## src/rtl/dm_ctrl_pkg.sv

```systemverilog
// Shared definitions for the dm_ctrl load/store controller: size codes, FSM states
// and the alignment rule used when DM_CTRL_MISALIGN_CHK_EN is defined.
package dm_ctrl_pkg;

   localparam logic [1:0] SZ_BYTE = 2'b00;
   localparam logic [1:0] SZ_HALF = 2'b01;
   localparam logic [1:0] SZ_WORD = 2'b10;
   localparam logic [1:0] SZ_ILL  = 2'b11;

   typedef enum logic [1:0] {
      ST_IDLE,
      ST_RD,
      ST_WR,
      ST_RESP
   } state_t;

   // The illegal size code counts as misaligned so it takes the same error path.
   function automatic logic is_misaligned(input logic [1:0] size, input logic [1:0] addr_lo);
      case (size)
         SZ_BYTE: return 1'b0;
         SZ_HALF: return addr_lo[0];
         SZ_WORD: return addr_lo != 2'b00;
         default: return 1'b1;
      endcase
   endfunction

endpackage

```

## src/rtl/dm_lane_align.sv

```systemverilog
// Little-endian lane handling for dm_ctrl: extracts and extends load lanes,
// and merges sub-word store data into the containing word.
module dm_lane_align
   import dm_ctrl_pkg::*;
(
   input  logic [1:0]  size,
   input  logic [1:0]  offset,
   input  logic        is_unsigned,
   input  logic [31:0] word_in,
   input  logic [15:0] store_data,
   output logic [31:0] load_data,
   output logic [31:0] merged
);

   logic [7:0]  byte_lane;
   logic [15:0] half_lane;

   always_comb begin
      byte_lane = word_in[7:0];
      case (offset)
         2'd1:    byte_lane = word_in[15:8];
         2'd2:    byte_lane = word_in[23:16];
         2'd3:    byte_lane = word_in[31:24];
         default: byte_lane = word_in[7:0];
      endcase
      half_lane = offset[1] ? word_in[31:16] : word_in[15:0];

      case (size)
         SZ_BYTE: load_data = {{24{~is_unsigned & byte_lane[7]}}, byte_lane};
         SZ_HALF: load_data = {{16{~is_unsigned & half_lane[15]}}, half_lane};
         default: load_data = word_in;
      endcase
   end

   // Only the addressed lane changes; the rest of the word comes from the read.
   always_comb begin
      merged = word_in;
      case (size)
         SZ_BYTE: begin
            case (offset)
               2'd1:    merged[15:8]  = store_data[7:0];
               2'd2:    merged[23:16] = store_data[7:0];
               2'd3:    merged[31:24] = store_data[7:0];
               default: merged[7:0]   = store_data[7:0];
            endcase
         end
         SZ_HALF: begin
            if (offset[1]) merged[31:16] = store_data;
            else           merged[15:0]  = store_data;
         end
         default: merged = word_in;
      endcase
   end

endmodule

```

## src/rtl/dm_ctrl.sv

```systemverilog
// Load/store controller in front of dm_4k; sub-word stores are read-modify-write.
// Define DM_CTRL_MISALIGN_CHK_EN to report misaligned/illegal-size requests via rsp_err.
module dm_ctrl
   import dm_ctrl_pkg::*;
#(
   parameter int ADDR_W   = 32,
   parameter int DM_WORDS = 1024
)
(
   input  logic              clk,
   input  logic              rst_n,
   input  logic              req_valid,
   output logic              req_ready,
   input  logic              req_we,
   input  logic [1:0]        req_size,
   input  logic              req_unsigned,
   input  logic [ADDR_W-1:0] req_addr,
   input  logic [31:0]       req_wdata,
   output logic              rsp_valid,
   output logic [31:0]       rsp_rdata,
   output logic              rsp_err,
   output logic [31:0]       dm_addr,
   output logic [31:0]       dm_din,
   output logic              dm_we,
   input  logic [31:0]       dm_dout
);

   localparam int IDX_W = $clog2(DM_WORDS);

   state_t           state, next_state;
   logic [IDX_W-1:0] idx_q;
   logic [1:0]       size_q, off_q;
   logic             we_q, unsigned_q, err_q;
   logic [15:0]      wdata_q;
   logic [31:0]      rdata_q, din_q;
   logic [1:0]       eff_size, eff_off;
   logic             req_err, accept;
   logic [31:0]      load_data, merged;
   logic             unused_addr_bits;

   assign accept           = req_valid && (state == ST_IDLE);
   assign unused_addr_bits = ^req_addr[ADDR_W-1:IDX_W+2];

   // Without the checker, bad requests are coerced into legal aligned ones instead.
   always_comb begin
      eff_size = req_size;
      eff_off  = req_addr[1:0];
      req_err  = 1'b0;
`ifdef DM_CTRL_MISALIGN_CHK_EN
      req_err  = is_misaligned(req_size, req_addr[1:0]);
`else
      if (req_size == SZ_ILL) eff_size = SZ_WORD;
      case (eff_size)
         SZ_HALF: eff_off = {req_addr[1], 1'b0};
         SZ_WORD: eff_off = 2'b00;
         default: eff_off = req_addr[1:0];
      endcase
`endif
   end

   always_comb begin
      next_state = state;
      case (state)
         ST_IDLE: begin
            if (req_valid) begin
               if (req_err)                             next_state = ST_RESP;
               else if (req_we && eff_size == SZ_WORD) next_state = ST_WR;
               else                                     next_state = ST_RD;
            end
         end
         ST_RD:   next_state = we_q ? ST_WR : ST_RESP;
         ST_WR:   next_state = ST_RESP;
         ST_RESP: next_state = ST_IDLE;
         default: next_state = ST_IDLE;
      endcase
   end

   always_ff @(posedge clk or negedge rst_n) begin
      if (!rst_n) state <= ST_IDLE;
      else        state <= next_state;
   end

   dm_lane_align u_lane_align (
      .size        (size_q),
      .offset      (off_q),
      .is_unsigned (unsigned_q),
      .word_in     (dm_dout),
      .store_data  (wdata_q),
      .load_data   (load_data),
      .merged      (merged)
   );

   // Response data is cleared on accept so stores and errors report zero.
   always_ff @(posedge clk or negedge rst_n) begin
      if (!rst_n) begin
         idx_q      <= '0;
         size_q     <= SZ_BYTE;
         off_q      <= 2'b00;
         we_q       <= 1'b0;
         unsigned_q <= 1'b0;
         err_q      <= 1'b0;
         wdata_q    <= '0;
         rdata_q    <= '0;
         din_q      <= '0;
      end else if (accept) begin
         idx_q      <= req_addr[IDX_W+1:2];
         size_q     <= eff_size;
         off_q      <= eff_off;
         we_q       <= req_we;
         unsigned_q <= req_unsigned;
         err_q      <= req_err;
         wdata_q    <= req_wdata[15:0];
         rdata_q    <= '0;
         if (req_we && eff_size == SZ_WORD && !req_err) din_q <= req_wdata;
      end else if (state == ST_RD) begin
         if (we_q) din_q   <= merged;
         else      rdata_q <= load_data;
      end
   end

   assign req_ready = (state == ST_IDLE);
   assign rsp_valid = (state == ST_RESP);
   assign dm_we     = (state == ST_WR);
   assign dm_addr   = {{(32-IDX_W){1'b0}}, idx_q};
   assign dm_din    = din_q;
   assign rsp_rdata = rdata_q;
   assign rsp_err   = err_q;

endmodule

```

## config.mk

```make
export PLATFORM = sky130hd
export DESIGN_NAME = dm_ctrl
export DESIGN_NICKNAME = d
export VERILOG_FILES = /design/src/rtl/dm_ctrl_pkg.sv /design/src/rtl/dm_lane_align.sv /design/src/rtl/dm_ctrl.sv
export SDC_FILE = /design/constraint.sdc
export NUM_CORES = 1
export LEC_CHECK = 0
export ABC_AREA = 1
export CAP_MARGIN = 20
export CORE_MARGIN = 2
export CORE_UTILIZATION = 49
export CTS_BUF_LIST = sky130_fd_sc_hd__clkbuf_4 sky130_fd_sc_hd__clkbuf_8 sky130_fd_sc_hd__clkbuf_16
export DETAILED_ROUTE_END_ITERATION = 12
export PLACE_DENSITY = 0.87
export RECOVER_POWER = 100
export SETUP_SLACK_MARGIN = 0.1
export SLEW_MARGIN = 20
export SYNTH_ARGS = -nofsm -noshare
export SYNTH_HDL_FRONTEND = slang
export SYNTH_SLANG_ARGS = --single-unit
```

## constraint.sdc

```tcl
create_clock -name clk -period 3.1 [get_ports clk]
set_input_delay 0.62 -clock clk [delete_from_list [all_inputs] [get_ports clk]]
set_output_delay 0.62 -clock clk [all_outputs]
set_load 0.01 [all_outputs]
```

-- Yosys cells after proc, flatten, opt, wreduce, memory -nomap -nowiden
Index checks and enable logic that the tools add are counted.
- input port bits: 103
- register bits: 98
- output and inout port bits: 100
- word-level logic and storage cells: 57
- reduce and logical (&&, ||, !) cells: 9
- bitwise logic cells: 3
- equal/unequal tests: 13
- muxes and demuxes: 23
- operators with widths (cell ; number):
    $mux W32 ; 7
    $pmux W32 S2 ; 2
    $mux W16 ; 3
    $mux W8 ; 4
    $pmux W8 S3 ; 1
    $eq A2 B2 Y1 const B ; 6
    $eq A2 B1 Y1 const B ; 4
    $pmux W2 S4 ; 1
    $mux W2 ; 3
    $logic_not A2 Y1 ; 2
    $ne A2 B1 Y1 const B ; 2
    $pmux W2 S2 ; 1
    $reduce_bool A2 Y1 ; 2
    $reduce_and A3 Y1 ; 1
    $reduce_or A3 Y1 ; 1
    $and A1 B1 Y1 ; 2
    $logic_and A1 B1 Y1 ; 2
    $ne A2 B2 Y1 const B ; 1
    $reduce_and A2 Y1 ; 1
    $mux W1 ; 1
    $not A1 Y1 ; 1

-- Longest topological paths before layout
Gate-level depths: netlist of run 1.
- depth in word-level cells: 7
- gate-level depth with buffers: 11
- mapped depth without buffers: 10

-- By module
A second synthesis of run 1 with hierarchy kept.
- cells, all modules: 936
- area, all modules: 6353.6 um^2
- modules (own cells, without submodules) (module ; cells each ; sequential area each (um^2) ; times used ; area each (um^2)):
    dm_ctrl ; 548 ; 2452.4 ; 1 ; 4418.0
    dm_lane_align ; 388 ; 0.0 ; 1 ; 1935.6

-- Worst setup path before layout of run 1
Ideal clock, no wire load.
- kind: register to register
- start point: reg state[0]
- end point: reg din_q[30] (netlist: dm_din[30])
- setup time: 0.116 ns
- clock period less this slack: 1.668 ns
- slack: 1.432 ns
- data required time: 2.984 ns
- cell stages (with the launch flop): 12
- buffers on the path: 1
- arrival time: 1.552 ns
- cells stage by stage: dfrtp_1 -> inv_1 -> ha_1 -> nand2_1 -> inv_1 -> nand3_1 -> nand2_1 -> inv_1 -> clkbuf_1 -> nor2_1 -> nand2_1 -> nand2_1
- longest elaborated chain between the ends: 4
- elaborated cells between the ends (all ways): 8
- those cells by class: eq/ne (2); mux (1); reduce/logical (5)
- RTL lines (element ; line ; source):
    from (decl) ; dm_ctrl.sv:30 ; state_t state, next_state;
    from (signal assigned) ; dm_ctrl.sv:80 ; else state <= next_state;
    $logic_not A2 Y1 (*) ; n/a ;
    via req_ready ; dm_ctrl.sv:13 ; output logic req_ready,
    $logic_and A1 B1 Y1 (*) ; dm_ctrl.sv:41 ; assign accept = req_valid && (state == ST_IDLE);
    $ne A2 B1 Y1 (no line) or $reduce_bool A2 Y1 (tied branches) ; n/a ;
    $reduce_and A3 Y1 (no line) ; n/a ;
    to (signal assigned) ; dm_ctrl.sv:114 ; if (req_we && eff_size == SZ_WORD && !req_err) din_q <= req_wdata;
    to (signal assigned) ; dm_ctrl.sv:116 ; if (we_q) din_q <= merged;
    to (decl) ; dm_ctrl.sv:35 ; logic [31:0] rdata_q, din_q;
The timed path passes the listed nets; every way through them passes the cells marked *.
A chain may end at the register's enable or synchronous reset.

-- Worst setup path after layout of run 1
- start point: in req_valid
- end point: reg din_q[6] (netlist: dm_din[6])
- longest elaborated chain between the ends: 3
- elaborated cells between the ends (all ways): 6
- those cells by class: eq/ne (1); mux (1); reduce/logical (4)
- RTL lines (element ; line ; source):
    from (decl) ; dm_ctrl.sv:12 ; input logic req_valid,
    $logic_and A1 B1 Y1 (*) ; dm_ctrl.sv:41 ;
    $ne A2 B1 Y1 (no line) or $reduce_bool A2 Y1 (tied branches) ; n/a ;
    $reduce_and A3 Y1 (no line) ; n/a ;
Every way passes the cells marked *; elsewhere a longest branch is shown, timed or not.

==> run metrics, run 1 <==
outcome=finished clean; Synth area leader=dfrtp_1; reg-to-reg endpoint=dm_din[6]$_DFFE_PN0P_; number of global-route vias before repair=5288; setup ws final=662 ps; Via density=approximately 5.2; hold worst-path end=dm_din[24]$_DFFE_PN0P_; Tot Pwr=6.98 mW; remaining antenna violation count after routing=0; synthesis-to-finish area growth=33.9%; Post-synth EDFFs=0; Initial Util=between 40% and 50%; routed via count=approximately 5600; critical path arrival=2720 ps; clk root buf=clkbuf_16; Yosys cell types=33; most area-consuming cells after synthesis=dfrtp_1, nand2_1, nor2_1; CTS tree=yes; Setup CP Type=input pin to flop; CORE AREA=between 0.01 and 0.015 mm²; final hold violation count=0; Hold WC Path Type=flop to flop; largest net degree at the start of global routing=52; synth cell count leaders=nand2_1, dfrtp_1, nor2_1; Max Cap Viol=0; area share of the largest cell type after synthesis=a little over two fifths; Clk Latency, worst-skew pair=roughly 350 ps; GRT met3 Usage=approximately 4.4%; fmax=just over 0.4 GHz; htree depth=3; GRT Total Usage=between 20% and 30%; Remaining Overflow, GRT=0; post-cts sizing count=0; worst slack, placed=between 600 and 700 ps; CTS sink count=between 90 and 100; Max clock buf depth=2; DRC viols=0; register area=between 0.002 and 0.0025 mm²; Hold-fix buffers, CTS=0; DR pass1 iterations=5; HPWL after DPL=~13000 µm; Peak VDD IR=about 0.42 mV; footprint of the multi-input gates=0.00261 mm²; first-pass GRT wire length=27400 µm; Lkg Pwr=3.88 nW; met1 Use GR=38.8%; worst setup path start=req_valid; fin crit period=roughly 2400 ps; Synth Register Bits=98; CP max FO=between 40 and 50; Hold Startpoint=dm_din[24]$_DFFE_PN0P_; Final Max Slew Viols=0; Setup Fix Bufs, Post-CTS=0; share of cells above drive strength 1=under 10%; filler cell count=~1000; cell with the most instances after synthesis=nand2_1; Tightest Pin Transition=around 1200 ps; Routed Wire Length=roughly 17000 µm; Final Wtd Congestion=just under 1; Slew Limit Headroom=about a fifth; critical path required time=about 3400 ps; WL/cell=between 15 and 20 µm; met2 Resource Use GR=between 40% and 50%; Mapped Cells=just under 800; I/O pin total=203; Die ar.=between 0.01 and 0.015 mm²; RSZ-0062 raised after global routing=no; design area=around 0.0075 mm²; Reg clk slew, reported paths=~70 ps; Worst R2R Setup Slack=between 600 and 700 ps; Seq/Total Area, Yosys=around 44%; TNS Setup=0 ps; mean post-synth cell area=approximately 7.1 µm²; setup violators final=0; antenna diode count=0; crit share post-route=78.7%; post-placement cell area=just over 0.007 mm²; row count=39; Startpoint Class=input pin; hold depth=2; antenna violations before repair=0; global routing's busiest layer=met2; ys async rst share=100%; port bufs=159; worst reg-to-reg path cell count=9; yosys warns=0; Iter 0 DRT Violations=about 560; reg2reg start=state[1]$_DFFE_PN0P_; Crit. End Element=flop; ys flop type=dfrtp_1; cell area after synthesis=0.00559 mm²; pwr/cell area=a little over 900 mW/mm²; Die Y=between 100 and 150 µm; die width=about 110 µm; Final #Nets=roughly 1000; Worst Skew=9.80 ps; cts bufs inserted=9
## power breakdown
part / leakage, nW / total, mW / switching, mW / internal (mW)
Sequential: 1.22 / 2.26 / 0.378 / 1.88
Combinational: 2.51 / 3.57 / 2.12 / 1.44
Clock: 0.149 / 1.15 / 0.493 / 0.661
## cell type report
| type | instances | area share, % |
|---|---|---|
| multi-input cells | 586 | 34.9 |
| flip-flops and latches | 98 | 32.8 |
| repair buffers | 172 | 22.5 |
| clock buffers | 11 | 3.29 |
| inverters | 65 | 3.26 |
| well taps | 143 | 2.39 |
| clock inverters | 5 | 0.853 |
## cells by family (layout without fill, tap and decap cells)
group	count (synthesis)	in the layout	share of synthesized area, %
adder cells (fa/ha/maj)	4	4	0.895
flip-flops	98	98	43.9
multiplexers	1	1	0.201
buffers and inverters	127	253	10.9
AND/OR/NAND/NOR	440	440	31.9
other	1	23	0.0671
AO/OA/AOI/OAI	118	118	12.2
## cell usage in the layout, fill, tap and decap left out, drive strengths merged, types with 23 or more instances in the layout
master         instances
a21oi                 40
clkdlybuf4s50         81
conb                  23
dfrtp                 98
dlygate4sd3           77
inv                   65
nand2                322
nand3                 38
nor2                  70
o21ai                 39
## metal layers
metal	routed length, µm	part of all wire [%]
met5	0	0
met4	468	2.8
met3	1300	7.8
met2	7680	46
met1	7250	43
## worst max path at each step
stage | to | depth (start not counted)
2_1_floorplan | dm_din[30]$_DFFE_PN0P_ | 11
3_3_place_gp | dm_din[22]$_DFFE_PN0P_ | 9
3_5_place_dp | dm_din[18]$_DFFE_PN0P_ | 9
4_1_cts | req_ready | 3
5_1_grt | dm_din[0]$_DFFE_PN0P_ | 8
6_report | dm_din[6]$_DFFE_PN0P_ | 8
## flip-flops by register name, indices dropped and copies added, names as in the netlist
| name | count |
|---|---|
| off_q | 2 |
| size_q | 2 |
| we_q | 1 |
| unsigned_q | 1 |
| dm_din | 32 |
| idx_q | 10 |
| rsp_rdata | 32 |
| wdata_q | 16 |
| state | 2 |
## through the flow
| stage | cells | hold WS, ps | utilization (%) |
|---|---|---|---|
| after floorplan | 811 | 324 | - |
| after global placement | 1064 | 461 | 63.8 |
| after detailed placement | 1064 | 466 | 63.8 |
| after CTS | 1080 | 294 | 66.5 |
| after global routing | 1080 | 492 | 66.4 |
| final | 1080 | 472 | 66.4 |
## worst max-delay path, cell delays in order
cell             delay [ps]
clkdlybuf4s50_1         490
nand2_1                 100
inv_1                    80
clkbuf_2                720
nand2_1                 170
o21ai_0                 190
nand2_1                 150
a31oi_1                 150
No activity file was read; power rests on OpenSTA's default activity.
==> run 2, diff against run 1 <==
Settings changed: CORE_UTILIZATION 49 to 45, PLACE_DENSITY 0.87 to 0.81.
Clock period 3.1 ns to 2.3 ns, I/O delays scaled along.
==> run metrics, run 2 (synthesized netlist as in run 1, its figures left out) <==
share of cells above drive strength 1=5.30% (was 4.59%); Initial Util=46.3% (was 49.6%); pwr/cell area=1260 mW/mm² (was 933 mW/mm²); Crit. End Element=primary output (was flop); htree depth=3 (unchanged); DRC viols=0 (unchanged); cts bufs inserted=9 (unchanged); Setup Fix Bufs, Post-CTS=0 (unchanged); I/O pin total=203 (unchanged); Final Wtd Congestion=1.00 (was 0.991); Die Y=115 µm (was 111 µm); Hold-fix buffers, CTS=0 (unchanged); largest net degree at the start of global routing=58 (was 52); worst slack, placed=82.4 ps (was 670 ps); DR pass1 iterations=5 (unchanged); Slew Limit Headroom=4.95% (was 19.9%); setup violators final=0 (unchanged); WL/cell=15.6 µm (was 15.5 µm); routed via count=5724 (was 5609); number of global-route vias before repair=5409 (was 5288); first-pass GRT wire length=27500 µm (was 27400 µm); CTS sink count=98 (unchanged); clk root buf=clkbuf_16 (unchanged); Die ar.=0.0133 mm² (was 0.0123 mm²); Via density=5.15 (was 5.19); most frequent cells in the layout=nand2_1, dfrtp_1, clkdlybuf4s50_1 (unchanged); setup ws final=168 ps (was 662 ps); synthesis-to-finish area growth=35.6% (was 33.9%); final hold violation count=0 (unchanged); worst hold slack=434 ps (was 472 ps); Reg clk slew, reported paths=60 ps (was 70 ps); CP max FO=3 (was 47); Max Cap Viol=0 (unchanged); Worst Skew=12.5 ps (was 9.80 ps); most common cell after layout, fill and taps aside=nand2_1 (unchanged); TNS Setup=0 ps (unchanged); Setup CP Type=flop to primary output (was input pin to flop); die width=115 µm (was 111 µm); Max clock buf depth=2 (unchanged); row count=40 (was 39); GRT Total Usage=26.8% (was 27.8%); critical path arrival=1670 ps (was 2720 ps); Remaining Overflow, GRT=0 (unchanged); Final #Nets=1045 (was 1039); Tightest Pin Transition=1430 ps (was 1200 ps); post-cts sizing count=0 (unchanged); port bufs=159 (unchanged); CTS tree=yes (unchanged); HPWL after DPL=13100 µm (was 12600 µm); outcome=finished clean (unchanged); CORE AREA=0.0121 mm² (was 0.0113 mm²); crit share post-route=roughly 93%; Final Max Slew Viols=0 (unchanged); Clk Latency, worst-skew pair=360 ps (was 350 ps); fmax=approximately 0.47 GHz; critical path required time=1840 ps (was 3380 ps); antenna diode count=0 (unchanged); Iter 0 DRT Violations=594 (was 561); Lkg Pwr=3.92 nW (was 3.88 nW); remaining antenna violation count after routing=0 (unchanged); antenna violations before repair=0 (unchanged); Startpoint Class=flop (was input pin); Routed Wire Length=17300 µm (was 16700 µm); fin crit period=roughly 2100 ps; RSZ-0062 raised after global routing=no (unchanged); Hold WC Path Type=input pin to asynchronous set/reset pin (was flop to flop); Tot Pwr=9.53 mW (was 6.98 mW); Peak VDD IR=0.531 mV (was 0.423 mV)
-- run 2: power breakdown --
group | switching (mW) | internal (mW) | leakage, nW
clock | 0.673 | 0.906 | 0.152
combinational | 2.90 | 2.02 | 2.55
sequential | 0.495 | 2.54 | 1.22
total | 4.07 | 5.46 | 3.92
-- run 2: per-stage QoR --
| stage | instances | area [µm²] | util, % |
|---|---|---|---|
| 2_1_floorplan | 811 | 5670 | - |
| 3_3_place_gp | 1095 | 7280 | 60.3 |
| 3_5_place_dp | 1095 | 7280 | 60.3 |
| 4_1_cts | 1111 | 7590 | 62.9 |
| 5_1_grt | 1111 | 7580 | 62.8 |
| 6_report | 1111 | 7580 | 62.8 |
-- run 2: critical path, cell delays in order (launching register included) --
cell and delay, ps:
dfrtp_1 400, inv_1 110, ha_1 200, dlygate4sd3_1 610
-- run 2: worst paths after layout --
check                      depth (start not counted)                  from                        to  slack [ps]
setup / recovery                                   3  state[0]$_DFFE_PN0P_                 req_ready         170
hold / removal                                     1                 rst_n  rsp_rdata[8]$_DFFE_PN0P_         430
setup reg to reg                                  10  state[0]$_DFFE_PN0P_    dm_din[22]$_DFFE_PN0P_         290
hold reg to reg                                    2  idx_q[9]$_DFFE_PN0P_      idx_q[9]$_DFFE_PN0P_         470
max in group asynchronous                          2                 rst_n      off_q[1]$_DFFE_PN0P_         730
min in group clk                                   2  idx_q[9]$_DFFE_PN0P_      idx_q[9]$_DFFE_PN0P_         470
-- run 2: routing by layer --
layer / vias to the layer above / global-route usage (%) / part of all wire (%)
li1: 2754 / - / -
met2: 298 / 41.2 / 45
met3: 46 / 5.13 / 8.9
met1: 2626 / 37.3 / 43
met5: - / 0 / 0
met4: 0 / 10.8 / 3.2
-- run 2: area by class of cell --
cell class | instances | area [µm²]
clock buffer | 11 | 253
clock inverter | 5 | 60.1
fill | 1111 | 4480
inverter | 65 | 244
multi-input combinational | 586 | 2610
sequential | 98 | 2450
tap | 168 | 210
timing repair buffer | 178 | 1750
==> run 3, diff against run 2 <==
Settings changed: CELL_PAD_IN_SITES_DETAIL_PLACEMENT from default to 2, CELL_PAD_IN_SITES_GLOBAL_PLACEMENT from default to 2, CORE_UTILIZATION 45 to 24, PLACE_DENSITY 0.81 to default, PLACE_DENSITY_LB_ADDON from default to 0.1.
==> run metrics, run 3 (synthesized netlist as in run 1, its figures left out) <==
final hold violation count=0 (unchanged); Remaining Overflow, GRT=0 (unchanged); DRC viols=0 (unchanged); antenna diode count=0 (unchanged); clock power share=15.6% (was 16.6%); Setup CP Type=flop to primary output (unchanged); Lkg Pwr=3.94 nW (was 3.92 nW); Max Cap Viol=0 (unchanged); TNS Setup=0 ps (unchanged); Iter 0 DRT Violations=165 (was 594); row count=55 (was 40); Worst Skew=12.3 ps (was 12.5 ps); HPWL after DPL=18400 µm (was 13100 µm); synthesis-to-finish area growth=39.3% (was 35.6%); RSZ-0062 raised after global routing=no (unchanged); Crit. End Element=primary output (unchanged); Worst R2R Setup Slack=250 ps (was 290 ps); Max stage delay cell, worst path=dlygate4sd3_1 (unchanged); Buf/Inv on CP=2 (unchanged); Sw Pwr=4.50 mW (was 4.07 mW); filler cell count=2670 (was 1111); hold worst-path end=rsp_rdata[14]$_DFFE_PN0P_; reg-to-reg endpoint=dm_din[20]$_DFFE_PN0P_ (was dm_din[22]$_DFFE_PN0P_); outcome=finished clean (unchanged); Startpoint Class=flop (unchanged); reg2reg start=size_q[0]$_DFFE_PN0P_ (was state[0]$_DFFE_PN0P_); post-placement cell area=0.00750 mm² (was 0.00728 mm²); WL/cell=18.8 µm (was 15.6 µm); Max stage delay on crit path=630 ps (was 610 ps); worst reg-to-reg path cell count=6 (was 10); Reg clk slew, reported paths=80 ps (was 60 ps); design area=0.00779 mm² (was 0.00758 mm²); GRT Total Usage=19.8% (was 26.8%); antenna violations before repair=0 (unchanged); Max clock buf depth=2 (unchanged); largest net degree at the start of global routing=56 (was 58); Tightest Pin Transition=1230 ps (was 1430 ps); port bufs=159 (unchanged); Setup Fix Bufs, Post-CTS=0 (unchanged); Hold WC Path Type=flop to flop (was input pin to asynchronous set/reset pin); die width=157 µm (was 115 µm); Final #Nets=1048 (was 1045); CP max FO=3 (unchanged); CTS tree=yes (unchanged); Die Y=157 µm (was 115 µm); Hold Startpoint=rsp_rdata[14]$_DFFE_PN0P_; Initial Util=24.5% (was 46.3%); Via density=4.56 (was 5.15); Clk Latency, worst-skew pair=360 ps (about the same); setup violators final=0 (unchanged); crit share post-route=93.1% (was 92.7%); critical path arrival=1680 ps (was 1670 ps); most frequent cells in the layout=nand2_1, dfrtp_1, clkdlybuf4s50_1 (unchanged); htree depth=3 (unchanged); share of cells above drive strength 1=5.50% (was 5.30%); hold depth=2; DR pass1 iterations=4 (was 5); CORE AREA=0.0228 mm² (was 0.0121 mm²); remaining antenna violation count after routing=0 (unchanged); clk root buf=clkbuf_16 (unchanged); CTS sink count=98 (unchanged); cts bufs inserted=9 (unchanged); critical path required time=1840 ps (about the same); fin crit period=2140 ps (was 2130 ps); fmax=0.467 GHz (was 0.469 GHz); routed via count=5744 (was 5724); Peak VDD IR=0.382 mV (was 0.531 mV); Pint=5.37 mW (was 5.46 mW); pwr/cell area=1270 mW/mm² (was 1260 mW/mm²); cell family with the largest share of critical-path delay=buffers and inverters (unchanged); Comb pwr share=53.8% (was 51.6%); Final Max Slew Viols=0 (unchanged); first-pass GRT wire length=36900 µm (was 27500 µm); Slew Limit Headroom=17.8% (was 4.95%); Final Wtd Congestion=0.850 (was 1.00); number of global-route vias before repair=6206 (was 5409); I/O pin total=203 (unchanged); Routed Wire Length=23600 µm (was 17300 µm); Die ar.=0.0245 mm² (was 0.0133 mm²); most common cell after layout, fill and taps aside=nand2_1 (unchanged); Sequential Power Share=30.5% (was 31.8%); CP cell instances=inv_1 > ha_1 > dlygate4sd3_1 (unchanged); switch share=45.6% (was 42.7%)
run 3: per-layer routing:
metal	vias to the layer above	track usage (%)	routed length, µm
met1	2835	27.4	11300
met3	17	2.49	827
met2	136	32.8	11200
met5	-	0	0
met4	0	4.89	278
li1	2756	-	-
run 3: per-stage QoR:
stage	utilization, %	hold slack, ps	worst slack, ps	power [mW]	cells
after detailed placement	32.9	374	171	8.70	1242
after floorplan	-	164	632	5.92	811
after global routing	34.2	522	78.9	10.7	1259
after CTS	34.2	488	137	10.3	1259
after global placement	32.9	365	237	8.49	1242
final	34.2	475	159	9.87	1259
run 3: cell type report:
type / count / area (µm²) / share of cell area [%]
multi-input combinational: 586 / 2610 / 33.6
inverter: 65 / 244 / 3.13
sequential: 98 / 2450 / 31.5
clock buffer: 9 / 225 / 2.89
tap: 313 / 392 / 5.03
timing repair buffer: 181 / 1800 / 23.1
clock inverter: 7 / 60.1 / 0.771
run 3: power groups by stage:
stage	clock network, mW	logic [mW]	registers, mW
after global placement	0	5.45	3.04
final	1.54	5.31	3.01
after floorplan	0	2.68	3.24
after CTS	1.58	5.66	3.06
after detailed placement	0	5.62	3.08
after global routing	1.65	5.95	3.14
run 3: what timing repair did:
item	CTS	global route
hold buffers	1	0
hold endpoints to repair	17	0
endpoints found under the setup margin	0	1
resized for setup	0	1
run 3: tightest hold or removal path: cells and delay by family, from the launching register on:
kind | cells | cell delay, ps
DFF | 1 | 340
and+or+nand+nor | 2 | 100
run 3: how the worst max path moves through the flow:
stage | startpoint | end | slack (ps) | cells past startpoint
floorplan | state[0]$_DFFE_PN0P_ | dm_din[30]$_DFFE_PN0P_ | 630 | 11
global placement | req_valid | dm_din[0]$_DFFE_PN0P_ | 240 | 8
CTS | state[1]$_DFFE_PN0P_ | req_ready | 140 | 3
finish | state[0]$_DFFE_PN0P_ | dm_we | 160 | 3
global route | state[0]$_DFFE_PN0P_ | dm_we | 80 | 3
detailed placement | req_valid | dm_din[16]$_DFFE_PN0P_ | 170 | 9
